**src/rtl/tlc_pkg.sv**
```systemverilog
// Shared state encoding, interval selector codes and default intervals for the
// traffic light controller.
package tlc_pkg;

  typedef enum logic [2:0] {
    MG_BASE = 3'd0,
    MG_EXT  = 3'd1,
    MY      = 3'd2,
    WALK    = 3'd3,
    SG      = 3'd4,
    SG_EXT  = 3'd5,
    SY      = 3'd6
  } tlc_state_t;

  localparam logic [1:0] SEL_BASE = 2'd0;
  localparam logic [1:0] SEL_EXT  = 2'd1;
  localparam logic [1:0] SEL_YEL  = 2'd2;

  localparam logic [3:0] T_BASE_DEF = 4'd6;
  localparam logic [3:0] T_EXT_DEF  = 4'd3;
  localparam logic [3:0] T_YEL_DEF  = 4'd2;

  // A zero-second interval would never expire, so it runs as one second.
  function automatic logic [3:0] eff_interval(input logic [3:0] v);
    return (v == 4'd0) ? 4'd1 : v;
  endfunction

endpackage

```
**src/rtl/tlc_timer.sv**
```systemverilog
// Free-running 1-s tick divider plus a seconds down-counter reloaded by i_start;
// o_expired pulses on the tick that takes the count from 1 to 0.
module tlc_timer
  import tlc_pkg::*;
#(
  parameter int DIV = 2
) (
  input  logic       i_clock,
  input  logic       i_reset,
  input  logic       i_start,
  input  logic [3:0] i_interval,
  output logic       o_tick,
  output logic       o_expired
);

  localparam int            DW       = (DIV > 1) ? $clog2(DIV) : 1;
  localparam logic [DW-1:0] DIV_LAST = DW'(DIV - 1);

  logic [DW-1:0] r_div;
  logic [3:0]    r_cnt;
  logic          w_tick;

  assign w_tick = (r_div == DIV_LAST) && !i_reset;
  assign o_tick = w_tick;
  // A tick landing on the load cycle is dropped, so each state gets its full interval.
  assign o_expired = w_tick && !i_start && (r_cnt == 4'd1);

  always_ff @(posedge i_clock) begin
    if (i_reset) begin
      r_div <= '0;
      r_cnt <= '0;
    end else begin
      r_div <= (r_div == DIV_LAST) ? '0 : r_div + 1'b1;
      if (i_start) begin
        r_cnt <= eff_interval(i_interval);
      end else if (w_tick && (r_cnt != 4'd0)) begin
        r_cnt <= r_cnt - 4'd1;
      end
    end
  end

endmodule

```
**src/rtl/traffic_light_top.sv**
```systemverilog
// Main/side-street traffic light controller with pedestrian walk phase.
// Lamps decode the registered state; debug strobes are 1-cycle pulses held low in reset.
module traffic_light_top
  import tlc_pkg::*;
#(
  parameter int         DIV     = 2,
  parameter logic [3:0] T_BASE0 = T_BASE_DEF,
  parameter logic [3:0] T_EXT0  = T_EXT_DEF,
  parameter logic [3:0] T_YEL0  = T_YEL_DEF
) (
  input  logic       clock,
  input  logic       reset,
  input  logic       sensor,
  input  logic       walk_request,
  input  logic       reprogram,
  input  logic [1:0] time_param_selector,
  input  logic [3:0] time_value,
  input  logic       time_val,
  output logic       Rm,
  output logic       Ym,
  output logic       Gm,
  output logic       Rs,
  output logic       Ys,
  output logic       Gs,
  output logic       W,
  output logic       st_state,
  output logic       expired_state,
  output logic       enable_state
);

  tlc_state_t r_state;
  tlc_state_t w_state_nxt;
  logic       r_st;
  logic       w_st_nxt;
  logic       r_walk;
  logic [3:0] r_t_base;
  logic [3:0] r_t_ext;
  logic [3:0] r_t_yel;
  logic [3:0] w_interval;
  logic       w_tick;
  logic       w_expired;
  logic       w_unused;

  assign w_unused      = time_val;
  assign st_state      = r_st && !reset;
  assign enable_state  = w_tick;
  assign expired_state = w_expired;

  // Only sampled on the start cycle, so MG_EXT sees the sensor as it was on entry.
  always_comb begin
    w_interval = r_t_base;
    case (r_state)
      MG_BASE: w_interval = r_t_base;
      MG_EXT:  w_interval = sensor ? r_t_ext : r_t_base;
      MY:      w_interval = r_t_yel;
      WALK:    w_interval = r_t_ext;
      SG:      w_interval = r_t_base;
      SG_EXT:  w_interval = r_t_ext;
      SY:      w_interval = r_t_yel;
      default: w_interval = r_t_base;
    endcase
  end

  tlc_timer #(
    .DIV(DIV)
  ) u_timer (
    .i_clock   (clock),
    .i_reset   (reset),
    .i_start   (st_state),
    .i_interval(w_interval),
    .o_tick    (w_tick),
    .o_expired (w_expired)
  );

  always_comb begin
    w_state_nxt = r_state;
    w_st_nxt    = 1'b0;
    if (reprogram) begin
      w_state_nxt = MG_BASE;
      w_st_nxt    = 1'b1;
    end else if (w_expired) begin
      w_st_nxt = 1'b1;
      case (r_state)
        MG_BASE: w_state_nxt = MG_EXT;
        MG_EXT:  w_state_nxt = MY;
        MY:      w_state_nxt = r_walk ? WALK : SG;
        WALK:    w_state_nxt = SG;
        SG:      w_state_nxt = sensor ? SG_EXT : SY;
        SG_EXT:  w_state_nxt = SY;
        SY:      w_state_nxt = MG_BASE;
        default: w_state_nxt = MG_BASE;
      endcase
    end
  end

  always_ff @(posedge clock) begin
    if (reset) begin
      r_state  <= MG_BASE;
      r_st     <= 1'b1;
      r_walk   <= 1'b0;
      r_t_base <= T_BASE0;
      r_t_ext  <= T_EXT0;
      r_t_yel  <= T_YEL0;
    end else begin
      r_state <= w_state_nxt;
      r_st    <= w_st_nxt;
      // A fresh press wins over the clear on WALK entry.
      if (walk_request) begin
        r_walk <= 1'b1;
      end else if (st_state && (r_state == WALK)) begin
        r_walk <= 1'b0;
      end
      if (reprogram) begin
        case (time_param_selector)
          SEL_BASE: r_t_base <= time_value;
          SEL_EXT:  r_t_ext  <= time_value;
          SEL_YEL:  r_t_yel  <= time_value;
          default:  ;
        endcase
      end
    end
  end

  always_comb begin
    Rm = 1'b0;
    Ym = 1'b0;
    Gm = 1'b0;
    Rs = 1'b0;
    Ys = 1'b0;
    Gs = 1'b0;
    W  = 1'b0;
    case (r_state)
      MG_BASE, MG_EXT: begin
        Gm = 1'b1;
        Rs = 1'b1;
      end
      MY: begin
        Ym = 1'b1;
        Rs = 1'b1;
      end
      WALK: begin
        Rm = 1'b1;
        Rs = 1'b1;
        W  = 1'b1;
      end
      SG, SG_EXT: begin
        Rm = 1'b1;
        Gs = 1'b1;
      end
      SY: begin
        Rm = 1'b1;
        Ys = 1'b1;
      end
      default: begin
        Gm = 1'b1;
        Rs = 1'b1;
      end
    endcase
  end

endmodule

```
**config.mk**
```make
export PLATFORM = sky130hd
export DESIGN_NAME = traffic_light_top
export DESIGN_NICKNAME = d
export VERILOG_FILES = /design/src/rtl/tlc_pkg.sv /design/src/rtl/tlc_timer.sv /design/src/rtl/traffic_light_top.sv
export SDC_FILE = /design/constraint.sdc
export NUM_CORES = 1
export LEC_CHECK = 0
export CAP_MARGIN = 20
export CELL_PAD_IN_SITES_DETAIL_PLACEMENT = 0
export CELL_PAD_IN_SITES_GLOBAL_PLACEMENT = 1
export CORE_MARGIN = 2
export CORE_UTILIZATION = 34
export DETAILED_ROUTE_END_ITERATION = 8
export PLACE_DENSITY_LB_ADDON = 0.1
export SLEW_MARGIN = 20
export SYNTH_ARGS = -nofsm -noshare
export SYNTH_HDL_FRONTEND = slang
export SYNTH_SLANG_ARGS = --single-unit
```
**constraint.sdc**
```tcl
create_clock -name clock -period 1.6 [get_ports clock]
set_clock_uncertainty 0.15 [all_clocks]
set_input_delay 0.16 -clock clock [delete_from_list [all_inputs] [get_ports clock]]
set_output_delay 0.16 -clock clock [all_outputs]
set_load 0.05 [all_outputs]
```
# Word level (Yosys, flattened, before mapping)
# Index checks and enable logic that the tools add are counted.
# totals
ramBits,0
register_bits,22
memories,0
mem_bits_ro,0
inputBits,12
out_inout_bits,10
latch_bits,0
# classes
div_mod_pow,0
shift,0
n_eq_ne,9
magnitude_cmp,0
reduce_logical,25
mul,0
bitwise,0
mux,18
addsub,2
# op_table
operator,n
one-hot mux 3 bit (6 select lines),1
2-to-1 mux 4 bit,4
one-hot mux 4 bit (3 select lines),1
2-to-1 mux 1 bit,10
OR reduction 2 bit,5
== test 3 bit (second input constant),3
== test 3 x 2 -> 1 bit (second input constant),2
logical AND 1 bit,6
AND reduction 2 bit,3
OR reduction 5 bit,1
== test 4 x 1 -> 1 bit (second input constant),1
zero test 4 bit,1
nonzero test 2 bit,2
nonzero test 4 bit,1
OR reduction 4 bit,1
subtractor 4 x 1 -> 4 bit (second input constant),1
== test 3 x 1 -> 1 bit (second input constant),1
zero test 3 bit,1
2-to-1 mux 3 bit,1
OR reduction 3 bit,1
== test 2 x 1 -> 1 bit (second input constant),1
== test 2 bit (second input constant),1
zero test 1 bit,2
zero test 2 bit,1
other kinds (2),2

# Depth between registers and ports, before layout
# logic_depth
ltp_word,6
mapped_depth,8

# Hierarchy
# A second synthesis with hierarchy kept.
# unflattened
hier_cells,135
area_unflattened_um2,1178.6
# by_module_without_submodules
mod,cells_each,area_per_inst_um2,instances
traffic_light_top,96,852.1,1
tlc_timer,39,326.6,1

# Worst setup path before layout
# No wires, ideal clock.
# synth_timing
path_kind,flip-flop to output port
startpoint,register r_state[0]
endpoint,output port Rm
setup_slack_ns,-0.657
required_ns,1.290
stages_incl_launch_ff,5
t_arrival_ns,1.947
cell_sequence,dfxtp_1 -> clkbuf_1 -> nand2_1 -> nor2_1 -> nand2b_1
# synth_via
elab_chain_cells,3
# synth_rtl
item,line_no,text
from (decl),traffic_light_top.sv:31,tlc_state_t r_state;
from (signal assigned),traffic_light_top.sv:105,r_state <= w_state_nxt;
== test 3 x 2 -> 1 bit / == test 3 bit (equally long branches),traffic_light_top.sv:132,case (r_state)
OR reduction 4 bit (no source line) *,--,
2-to-1 mux 1 bit *,traffic_light_top.sv:132,
to (decl),traffic_light_top.sv:19,"output logic Rm,"
# Mark *: on every way between the ends. The rest lies on a longest branch, timed or not.

# Worst setup path in the final report
# layout_timing
startpoint,register u_timer.r_cnt[0]
endpoint,register u_timer.r_cnt[3]
# layout_via
elab_chain_cells,3
# layout_rtl
item,line_no,text
from (decl),tlc_timer.sv:20,logic [3:0] r_cnt;
from (signal assigned),tlc_timer.sv:35,r_cnt <= eff_interval(i_interval);
from (signal assigned),tlc_timer.sv:37,r_cnt <= r_cnt - 4'd1;
subtractor 4 x 1 -> 4 bit / nonzero test 4 bit (equally long branches),"tlc_timer.sv:37, tlc_timer.sv:36",
2-to-1 mux 4 bit / logical AND 1 bit (equally long branches),tlc_timer.sv:36,end else if (w_tick && (r_cnt != 4'd0)) begin
2-to-1 mux 4 bit / nonzero test 2 bit (equally long branches),--,
# Several ways; a longest one is shown, not always the timed one. The select of a mux whose other input is x is not followed.
# A chain may end at the register's enable or synchronous reset.

==> summary.md <==
| Metric | Value |
|---|---|
| R2R setup slack | -0.12 ns |
| Die area | 4158 µm² |
| Syn_nets | 162 |
| Post-DP HPWL | 2453 µm |
| Worst Tran Pin Value | 0.3267 ns |
| DR pass1 iterations | 4 |
| Top-Level Pins | 22 |
| CP max FO | 4 |
| Post-synth ARST share | 0% |
| # DRC | 0 |
| Placer Congestion | 0.8204 |
| Routed len/inst | 13.37 µm |
| Finished Cell Area | 2210 µm² |
| Max Fclk | 580.1 MHz |
| Peak supply drop | 0.5125 mV |
| Fin crit share | 107.7% |
| Post-CTS Hold Buffers | 0 |
| EDFF count, synth | 0 |
| Total global routing overflow | 0 |
| Reg-to-reg startpoint | u_timer.r_cnt[0] |
| Crit-path slowest cell | or3b_4 |
| Initial Util | 36.41% |
| Antenna Cells | 0 |
| Worst Setup End Kind | flop |
| Main combinational cell family by area after synthesis | simple AND/OR/NAND/NOR gates |
| Fillers | 280 |
| Synth area leader | dfxtp_1 |
| Setup WS post-layout | -0.1238 ns |
| Synth Area in Compound Gates | 19.32% |
| Post-Synthesis Cell Area | 1244 µm² |
| Critical-path cell list | inv_2 -> ha_4 -> or3b_4 -> buf_6 -> nand3_4 -> xnor2_2 -> nand2_1 -> a21oi_2 |
| RSZ-0062 raised after global routing | true |
| Simple-gate share of the synthesized area | 24.04% |
| Critical Path End | u_timer.r_cnt[3] |
| Mapped Cells | 148 |
| Clk_lat worst skew | 0.31 ns |
| Max-Cap Viols | 0 |
| Arrival time worst endpoint | 1.82 ns |
| Worst-path clk slew | 0.13 ns |
| Static Leakage | 0.0009773 µW |
| Initial antenna violation count | 0 |
| Fin. Hold Viols | 0 |
| First-pass GRT wire length | 5664 µm |
| Avg Cell Area, Syn | 8.403 µm² |
| Die Span Y | 64.48 µm |
| DRT antenna net count | 0 |
| CTS root buffer | clkbuf_4 |
| Die W | 64.48 µm |
| Max transition margin | 78.05% |
| Critical path class | reg2reg |
| Fraction of the mapped netlist area in adder cells | 2.012% |
| P&R area growth vs syn | 77.67% |
| # H-tree levels | 1 |
| Worst Hold Slack | 0.2770 ns |
| Clock Sinks | 22 |
| Via density | 5.016 |
| Max Slew Vio Count | 0 |
| Failing checks | negative setup slack |
| Yosys warning total | 0 |
| Status | finished with violations |
| R2R depth | 8 |
| Core ar. | 3416 µm² |
| Via count of the routed design | 1284 |
| Prevailing post-synth register cell | dfxtp_1 |
| Inst Count DP | 233 |
| R2r endpoint | u_timer.r_cnt[3] |
| Post-synth top area share | 35.41% |
| Synth Area in XOR/XNOR | 1.408% |
| DRC marker count from the first detailed-route iteration | 74 |
| Site Rows | 21 |
| Post-synth cell types | 41 |
| Clock period minus worst slack | 1.724 ns |
| Number of synthesized register bits | 22 |
| Ranking of synthesized cells by area | dfxtp_1 35%, mux2i_1 8.0%, nor2_1 5.7% |
| Required @ worst endpoint | 1.69 ns |
| Crit start category | flop |
| CTS buffer count | 3 |
| Min-delay worst type | reg2reg |
| Final setup vio count | 8 |
| Routed WL | 3423 µm |
| Largest net degree at the start of global routing | 14 |
| Nets | 225 |
| CTS max path bufs | 2 |
| Hold Startpoint | u_timer.r_div |
| PnR Total Power | 1289 µW |
| Mux contribution to synthesized area | 9.859% |
| Fin cells | 256 |
| Synth cell count leaders | 22 x dfxtp_1, 19 x nor2_1, 10 x inv_1, 10 x mux2i_1, 8 x nand2_1 |
| Layout cell share with drive strength beyond 1 | 50.00% |
| # port buffers | 20 |
| DP Area | 1827 µm² |
| Crit-path max cell delay | 0.40 ns |
| Crit path from | u_timer.r_cnt[0] |
| Vias in the first global route | 1301 |
| Seq/Total Area, Yosys | 35.41% |
| CTS tree | yes |
| Most frequent cell after synthesis | dfxtp_1 |
| Pwr/cell area | 583.2 nW/µm² |
| GR Util All Layers | 17.16% |
| Final Core Density | 64.69% |
[final cells by class]
class | count | area (µm²) | area share, %
multi-input combinational | 105 | 888.4 | 40.20
clock buffer | 3 | 22.52 | 1.019
inverter | 10 | 37.54 | 1.699
sequential | 22 | 456.7 | 20.67
tap | 46 | 57.56 | 2.605
clock inverter | 1 | 30.03 | 1.359
timing repair buffer | 69 | 716.9 | 32.45
[per-layer routing]
metal	vias to the layer above	share of wire (%)	GRT usage (%)
li1	647	-	-
met1	613	45	19.89
met2	20	50	30.73
met3	4	3.7	4.861
met4	0	1.2	4.787
met5	-	0	0
[how the worst min path moves through the flow]
stage | slack, ns | end | depth (start not counted)
final | 0.28 | u_timer.r_div | 1
after global routing | 0.29 | r_walk | 3
after CTS | 0.28 | r_walk | 3
after detailed placement | 0.26 | u_timer.r_div | 1
after global placement | 0.25 | u_timer.r_div | 1
after floorplan | 0.09 | r_state[1] | 1
[worst max-delay path, delay by kind of cell, from the launching register on]
family / cells / cell delay (ns)
buffers and inverters: 2 / 0.22
and+or+nand+nor: 3 / 0.57
DFF: 1 / 0.34
AOI/OAI and AO/OA: 1 / 0.14
adders and majority gates: 1 / 0.13
xor gates and xnor gates: 1 / 0.11
[power by group]
part,leakage (µW),internal [µW],switching (µW)
registers,0.000183,570,19.6
clock network,0.0000279,253,172
logic,0.000766,155,119
[metrics by stage]
stage / worst slack (ns) / TNS, ns
finish: -0.1238 / -0.6775
global placement: -0.2268 / -1.087
floorplan: -0.1103 / -0.2254
CTS: -0.1050 / -0.5179
global route: -0.1858 / -1.402
detailed placement: -0.2571 / -1.318
[state kept, by name, indices dropped and copies added, names as in the netlist]
signal and flops:
u_timer.r_div 1, r_t_base 4, r_state 3, r_walk 1
r_t_yel 4, r_t_ext 4, u_timer.r_cnt 4, r_st 1
[placed cells by master (no fill, tap or decap), types with 4 or more instances in the layout]
| master | count |
|---|---|
| buf_4 | 38 |
| a21oi_1 | 6 |
| mux2i_1 | 10 |
| inv_1 | 8 |
| nor2b_4 | 4 |
| nand2_1 | 6 |
| dfxtp_2 | 4 |
| nor2_1 | 17 |
| buf_6 | 10 |
| dfxtp_1 | 15 |
| clkdlybuf4s50_1 | 9 |
| buf_12 | 11 |
| a211o_1 | 6 |
[logic make-up after synthesis]
logic type / Yosys count
buffers and inverters: 21
adders and majority gates: 2
and+or+nand+nor: 57
muxes: 12
DFF: 22
AOI/OAI and AO/OA: 32
xor gates and xnor gates: 2
[repair_timing]
item	in CTS	in global routing
setup buffers	11	8
setup endpoints to repair	14	16
resized for setup	37	11
cloned	1	0
pin swaps	8	5
No activity file was read; power rests on OpenSTA's default activity.
